===== src/rtl/mem_arbiter.sv =====
// mem_arbiter: two-requester round-robin arbiter in front of a single-port
// synchronous memory. Requester 0 is the CPU core, requester 1 is the loader/DMA.
// A requester can lock the bus across a read-modify-write sequence. A watchdog
// forces a stuck lock free after LOCK_MAX idle cycles.
//
// Ports
//   clk, resetn           clock (rising edge), async active-low reset
//   rX_req/we/lock/addr/wdata   request from requester X; held until rX_gnt
//   rX_gnt                combinational grant; a transfer is rX_req & rX_gnt
//   rX_rvalid/rX_rdata    read return, 3 cycles after the transfer
//   mem_*                 registered command to memory; mem_rd_data returns
//                         one cycle after mem_rd_enable
//   lock_err              one-cycle pulse when the watchdog breaks a lock
module mem_arbiter #(
  parameter int DATA_WIDTH = 8,
  parameter int ADDR_WIDTH = 16,
  parameter int LOCK_MAX   = 16
) (
  input  logic                  clk,
  input  logic                  resetn,
  input  logic                  r0_req,
  input  logic                  r0_we,
  input  logic                  r0_lock,
  input  logic [ADDR_WIDTH-1:0] r0_addr,
  input  logic [DATA_WIDTH-1:0] r0_wdata,
  output logic                  r0_gnt,
  output logic                  r0_rvalid,
  output logic [DATA_WIDTH-1:0] r0_rdata,
  input  logic                  r1_req,
  input  logic                  r1_we,
  input  logic                  r1_lock,
  input  logic [ADDR_WIDTH-1:0] r1_addr,
  input  logic [DATA_WIDTH-1:0] r1_wdata,
  output logic                  r1_gnt,
  output logic                  r1_rvalid,
  output logic [DATA_WIDTH-1:0] r1_rdata,
  output logic                  mem_rd_enable,
  output logic                  mem_wr_enable,
  output logic [ADDR_WIDTH-1:0] mem_addr,
  output logic [DATA_WIDTH-1:0] mem_wr_data,
  input  logic [DATA_WIDTH-1:0] mem_rd_data,
  output logic                  lock_err
);
  localparam int CW = $clog2(LOCK_MAX + 1);

  typedef enum logic [1:0] {FREE = 2'd0, LOCK0 = 2'd1, LOCK1 = 2'd2} state_e;

  typedef struct packed {
    logic                  we;
    logic                  lock;
    logic [ADDR_WIDTH-1:0] addr;
    logic [DATA_WIDTH-1:0] wdata;
  } req_t;

  req_t [1:0] rq;
  logic [1:0] req;
  logic [1:0] gnt;
  logic       xfer;
  logic       sel;
  req_t       cur;

  state_e  state_q, state_d;
  logic    rr_q, rr_d;           // index of the last granted requester
  logic [CW-1:0] cnt_q, cnt_d;
  logic    lock_err_q, lock_err_d;

  logic                  wr_q;
  logic [ADDR_WIDTH-1:0] addr_q;
  logic [DATA_WIDTH-1:0] wdata_q;
  // read tracking: [0] = strobe cycle, [1] = memory data cycle, [2] = return
  logic [2:0]            vld_pipe;
  logic [2:0]            src_pipe;
  logic [1:0][DATA_WIDTH-1:0] rdata_q;

  assign rq[0] = {r0_we, r0_lock, r0_addr, r0_wdata};
  assign rq[1] = {r1_we, r1_lock, r1_addr, r1_wdata};
  assign req   = {r1_req, r0_req};

  always_comb begin
    gnt = '0;
    case (state_q)
      FREE:    gnt = (req == 2'b11) ? (rr_q ? 2'b01 : 2'b10) : req;
      LOCK0:   gnt = {1'b0, req[0]};
      LOCK1:   gnt = {req[1], 1'b0};
      default: gnt = '0;
    endcase
    // keep every output low while reset is held
    if (!resetn) gnt = '0;
  end

  assign xfer = |gnt;
  assign sel  = gnt[1];
  assign cur  = rq[sel];

  always_comb begin
    state_d    = state_q;
    rr_d       = rr_q;
    cnt_d      = cnt_q;
    lock_err_d = 1'b0;
    if (xfer) begin
      // in a locked state only the owner can transfer, so this covers both
      rr_d    = sel;
      cnt_d   = '0;
      state_d = cur.lock ? (sel ? LOCK1 : LOCK0) : FREE;
    end else if (state_q != FREE) begin
      if (cnt_q == CW'(LOCK_MAX - 1)) begin
        // this idle cycle is the LOCK_MAX-th: break the lock and hand the
        // next tie to the other requester
        state_d    = FREE;
        cnt_d      = '0;
        lock_err_d = 1'b1;
        rr_d       = (state_q == LOCK1);
      end else begin
        cnt_d = cnt_q + CW'(1);
      end
    end
  end

  always_ff @(posedge clk or negedge resetn) begin
    if (!resetn) begin
      state_q    <= FREE;
      rr_q       <= 1'b1;
      cnt_q      <= '0;
      lock_err_q <= 1'b0;
      wr_q       <= 1'b0;
      addr_q     <= '0;
      wdata_q    <= '0;
      vld_pipe   <= '0;
      src_pipe   <= '0;
      rdata_q    <= '0;
    end else begin
      state_q    <= state_d;
      rr_q       <= rr_d;
      cnt_q      <= cnt_d;
      lock_err_q <= lock_err_d;
      wr_q       <= xfer & cur.we;
      if (xfer) begin
        addr_q  <= cur.addr;
        wdata_q <= cur.wdata;
      end
      vld_pipe <= {vld_pipe[1:0], xfer & ~cur.we};
      src_pipe <= {src_pipe[1:0], sel};
      if (vld_pipe[1]) rdata_q[src_pipe[1]] <= mem_rd_data;
    end
  end

  assign r0_gnt        = gnt[0];
  assign r1_gnt        = gnt[1];
  assign mem_rd_enable = vld_pipe[0];
  assign mem_wr_enable = wr_q;
  assign mem_addr      = addr_q;
  assign mem_wr_data   = wdata_q;
  assign r0_rvalid     = vld_pipe[2] & ~src_pipe[2];
  assign r1_rvalid     = vld_pipe[2] &  src_pipe[2];
  assign r0_rdata      = rdata_q[0];
  assign r1_rdata      = rdata_q[1];
  assign lock_err      = lock_err_q;
endmodule

===== config.mk =====
export PLATFORM = sky130hd
export DESIGN_NAME = mem_arbiter
export DESIGN_NICKNAME = d
export VERILOG_FILES = /design/src/rtl/mem_arbiter.sv
export SDC_FILE = /design/constraint.sdc
export NUM_CORES = 1
export LEC_CHECK = 0
export CAP_MARGIN = 25
export CORE_UTILIZATION = 35
export CTS_CLUSTER_DIAMETER = 120
export DETAILED_ROUTE_END_ITERATION = 7
export GPL_TIMING_DRIVEN = 0
export MAX_ROUTING_LAYER = met4
export PLACE_DENSITY = 0.81
export SETUP_SLACK_MARGIN = 0.2
export SLEW_MARGIN = 40
export SYNTH_ARGS = -nofsm -noshare
export SYNTH_HDL_FRONTEND = slang
export SYNTH_SLANG_ARGS = --single-unit

===== constraint.sdc =====
create_clock -name clk -period 2.54 [get_ports clk]
set_input_delay 0.508 -clock clk [delete_from_list [all_inputs] [get_ports clk]]
set_output_delay 0.508 -clock clk [all_outputs]
set_load 0.01 [all_outputs]

==> metrics.yaml <==
route:
  drcViolationCount: 16
  wire_per_inst_um: 16.45
  ant_nets: 0
  dr.pass1.iters: 6
  drtIter0Drc: 105
  vias: 1984
  routed_wl_mm: 6.251
  vias_per_cell: 5.221
status:
  violations: "DRC"
  run_status: "finished, violations left"
run:
  drv_cap: 0
grt:
  grt_start_max_net_pins: 20
  antenna_found_initial: 0
  grt_pass1_vias: 2064
  grt_overflow_total: 0
  grt_pass1_wl_mm: 10.20
  track_usage: 0.1899
cells_and_area:
  syn_to_final_growth_pct: 61.35
  fin_util: 0.5897
  diodes: 0
  mostFrequentLayoutCells: "105 x clkdlybuf4s50_1, 54 x dfrtp_1, 24 x a221o_1"
  n_fill_cell: 530
  final-instance-count-excl-fill: 380
  drive_gt1_frac: 0.1716
  layout_commonest_cell: "clkdlybuf4s50_1"
  nets: 367
pwr:
  vdd_ir_drop_max_mv: 0.4184
  p_int_w: 0.002664
  power.switching_w: 0.001201
  p_leak_nw: 1.699
  p_per_area_nw_per_um2: 1021
  pwr-share-clk: 0.154
  p_seq_frac: 0.397
  swShare: 0.3107
  power_frac_comb: 0.449
die:
  start_util: 0.3655
  io_pins: 111
  die_h_um: 83.89
  core_um2: 6422
  dieWidth_um: 83.89
  rows: 29
  fp.dieArea_um2: 7038
worst_hold_path:
  hp-class: "in2async"
synthesis:
  ys_seq_area_frac: 0.5975
  synth_flop_cell: "dfrtp_1"
  synth-async-reset-ratio: 1.000
  synthesis.area_um2: 2347
  synthesis.nets: 244
  ys_warn_count: 0
  syn_area_per_cell_um2: 13.11
  synth_cell_types: 40
  netlist_instances: 179
  ys_ff_latch: 56
  synth_edf_count: 0
sta:
  rsz0062_at_grt: "no"
  finalSetupViolations: 0
  fin_skew_ns: 0.01052
  worst_slew_pin_slew_ns: 0.7169
  fmax_mhz: 443.5
  fin_ws_ns: 0.2854
  post-route-min-period_ns: 2.255
  slew_headroom: 0.5205
  maxSlewViolCount: 0
  timing_hold_violations_final: 0
  timing.final.crit_share: 0.8876
setup_path:
  r2r_slack_ns: 0.84
  cp-start-kind: "register"
  crit_path_cell_trace: "and3b_2, nand2_1, inv_4, buf_4, dlygate4sd2_1"
  crit_path_end_kind: "primary output"
  path_class: "reg2out"
  reg2reg_to: "mem_addr[4]"
  reg2reg_from: "state_q[1]"
  slowest_delay_ns: 0.45
  cp.arrival_ns: 1.75
  critPathBufInv: 3
  crit_fanout: 11
  crit_required_ns: 2.03
  cp_top_family: "buffers and inverters"
  reg2regPathDepth: 5
  critPathSlowestCell: "dfrtp_2"
  startpoint: "state_q[0]"
cts:
  clk_pin_slew_ns: 0.10
  numCtsBuffers: 5
  cts.sinks: 56
  cts_max_level: 2
  cts_buffer_depth: 2
  cts_tree: "yes"
  clk_latency_ns: 0.31
  cts-root-buf: "clkbuf_8"
place:
  dp.cells: 367
  gp_congestion: 0.8049
  dp_slack_ns: -0.6277
  io_buffers: 110
  dp_hpwl_mm: 4.480
## logic make-up after synthesis
family / share of synthesized area
AO/OA/AOI/OAI: 0.1381
buffers and inverters: 0.03197
AND/OR/NAND/NOR: 0.1466
adder cells (fa/ha/maj): 0.005330
multiplexers: 0.07676
XOR/XNOR: 0.003732
flip-flops: 0.5976
## cell type report
cell class              instances  area, µm²  share of cell area
inverters                       2      10.01            0.002643
multi-input cells             110      872.1              0.2303
plain buffers                  11      90.09             0.02379
repair buffers                116       1199              0.3165
clock inverters                 3      47.55             0.01255
flip-flops and latches         56       1404              0.3707
well taps                      77      96.34             0.02544
clock buffers                   5      68.82             0.01817
## registers in the layout (all words and copies together) (netlist names)
name           cells
rr_q               1
mem_addr          16
lock_err           1
mem_wr_data        8
cnt_q              5
vld_pipe           3
state_q            2
src_pipe           3
r1_rdata           8
r0_rdata           8
mem_wr_enable      1
## power by group through the flow
stage	Clock (W)	Combinational, W	Sequential [W]
2_1_floorplan	0	0.000594	0.00167
3_3_place_gp	0	0.00164	0.00153
3_5_place_dp	0	0.00170	0.00154
4_1_cts	0.000615	0.00172	0.00154
5_1_grt	0.000658	0.00185	0.00159
6_report	0.000594	0.00174	0.00154
## cell usage after synthesis (all sizes together), types with 2 or more instances
| library cell | n | area (µm²) |
|---|---|---|
| a21oi | 2 | 10.01 |
| a221o | 24 | 240.2 |
| and3 | 25 | 163.9 |
| and3b | 2 | 18.77 |
| buf | 7 | 52.54 |
| clkbuf | 4 | 15.01 |
| dfrtp | 55 | 1376 |
| inv | 2 | 7.500 |
| mux2 | 16 | 180.2 |
| nand2 | 9 | 33.78 |
| nand3 | 4 | 20.02 |
| nor2 | 2 | 7.510 |
| nor2b | 3 | 18.77 |
| o21ai | 4 | 23.77 |
## metrics by stage
stage | hold WS, ns | total power [W] | setup TNS (ns) | cell area, µm²
6_report | 0.09395 | 0.003865 | 0 | 3787
5_1_grt | 0.07653 | 0.004099 | 0 | 3787
4_1_cts | 0.08890 | 0.003871 | 0 | 3774
3_5_place_dp | 0.3356 | 0.003241 | -1.029 | 3562
3_3_place_gp | 0.3352 | 0.003175 | -106.05 | 3545
2_1_floorplan | 0.2124 | 0.002265 | 0 | 2347
## routing by layer
| layer | vias up | routed length, µm | GRT usage |
|---|---|---|---|
| met5 | - | 0 | - |
| met4 | 0 | 30 | 0.03762 |
| met3 | 2 | 404 | 0.04847 |
| met2 | 88 | 3035 | 0.2996 |
| met1 | 965 | 2780 | 0.2497 |
| li1 | 929 | - | - |
## how the worst max path moves through the flow
stage / to / slack [ns] / cells past startpoint
finish: r1_gnt / 0.29 / 5
global route: r1_gnt / 0.20 / 5
CTS: r0_gnt / 0.21 / 6
detailed placement: r0_gnt / -0.63 / 8
global placement: r0_gnt / -2.57 / 7
floorplan: r0_gnt / 0.78 / 5
## timing repair
| item | CTS | global route |
|---|---|---|
| setup buffers | 0 | 2 |
| gates resized for setup | 18 | 4 |
| gates cloned | 1 | 0 |
| hold buffers | 2 | 0 |
| endpoints found under the hold margin | 16 | 0 |
| endpoints found under the setup margin | 2 | 2 |
(Power assumes the default switching activity.)
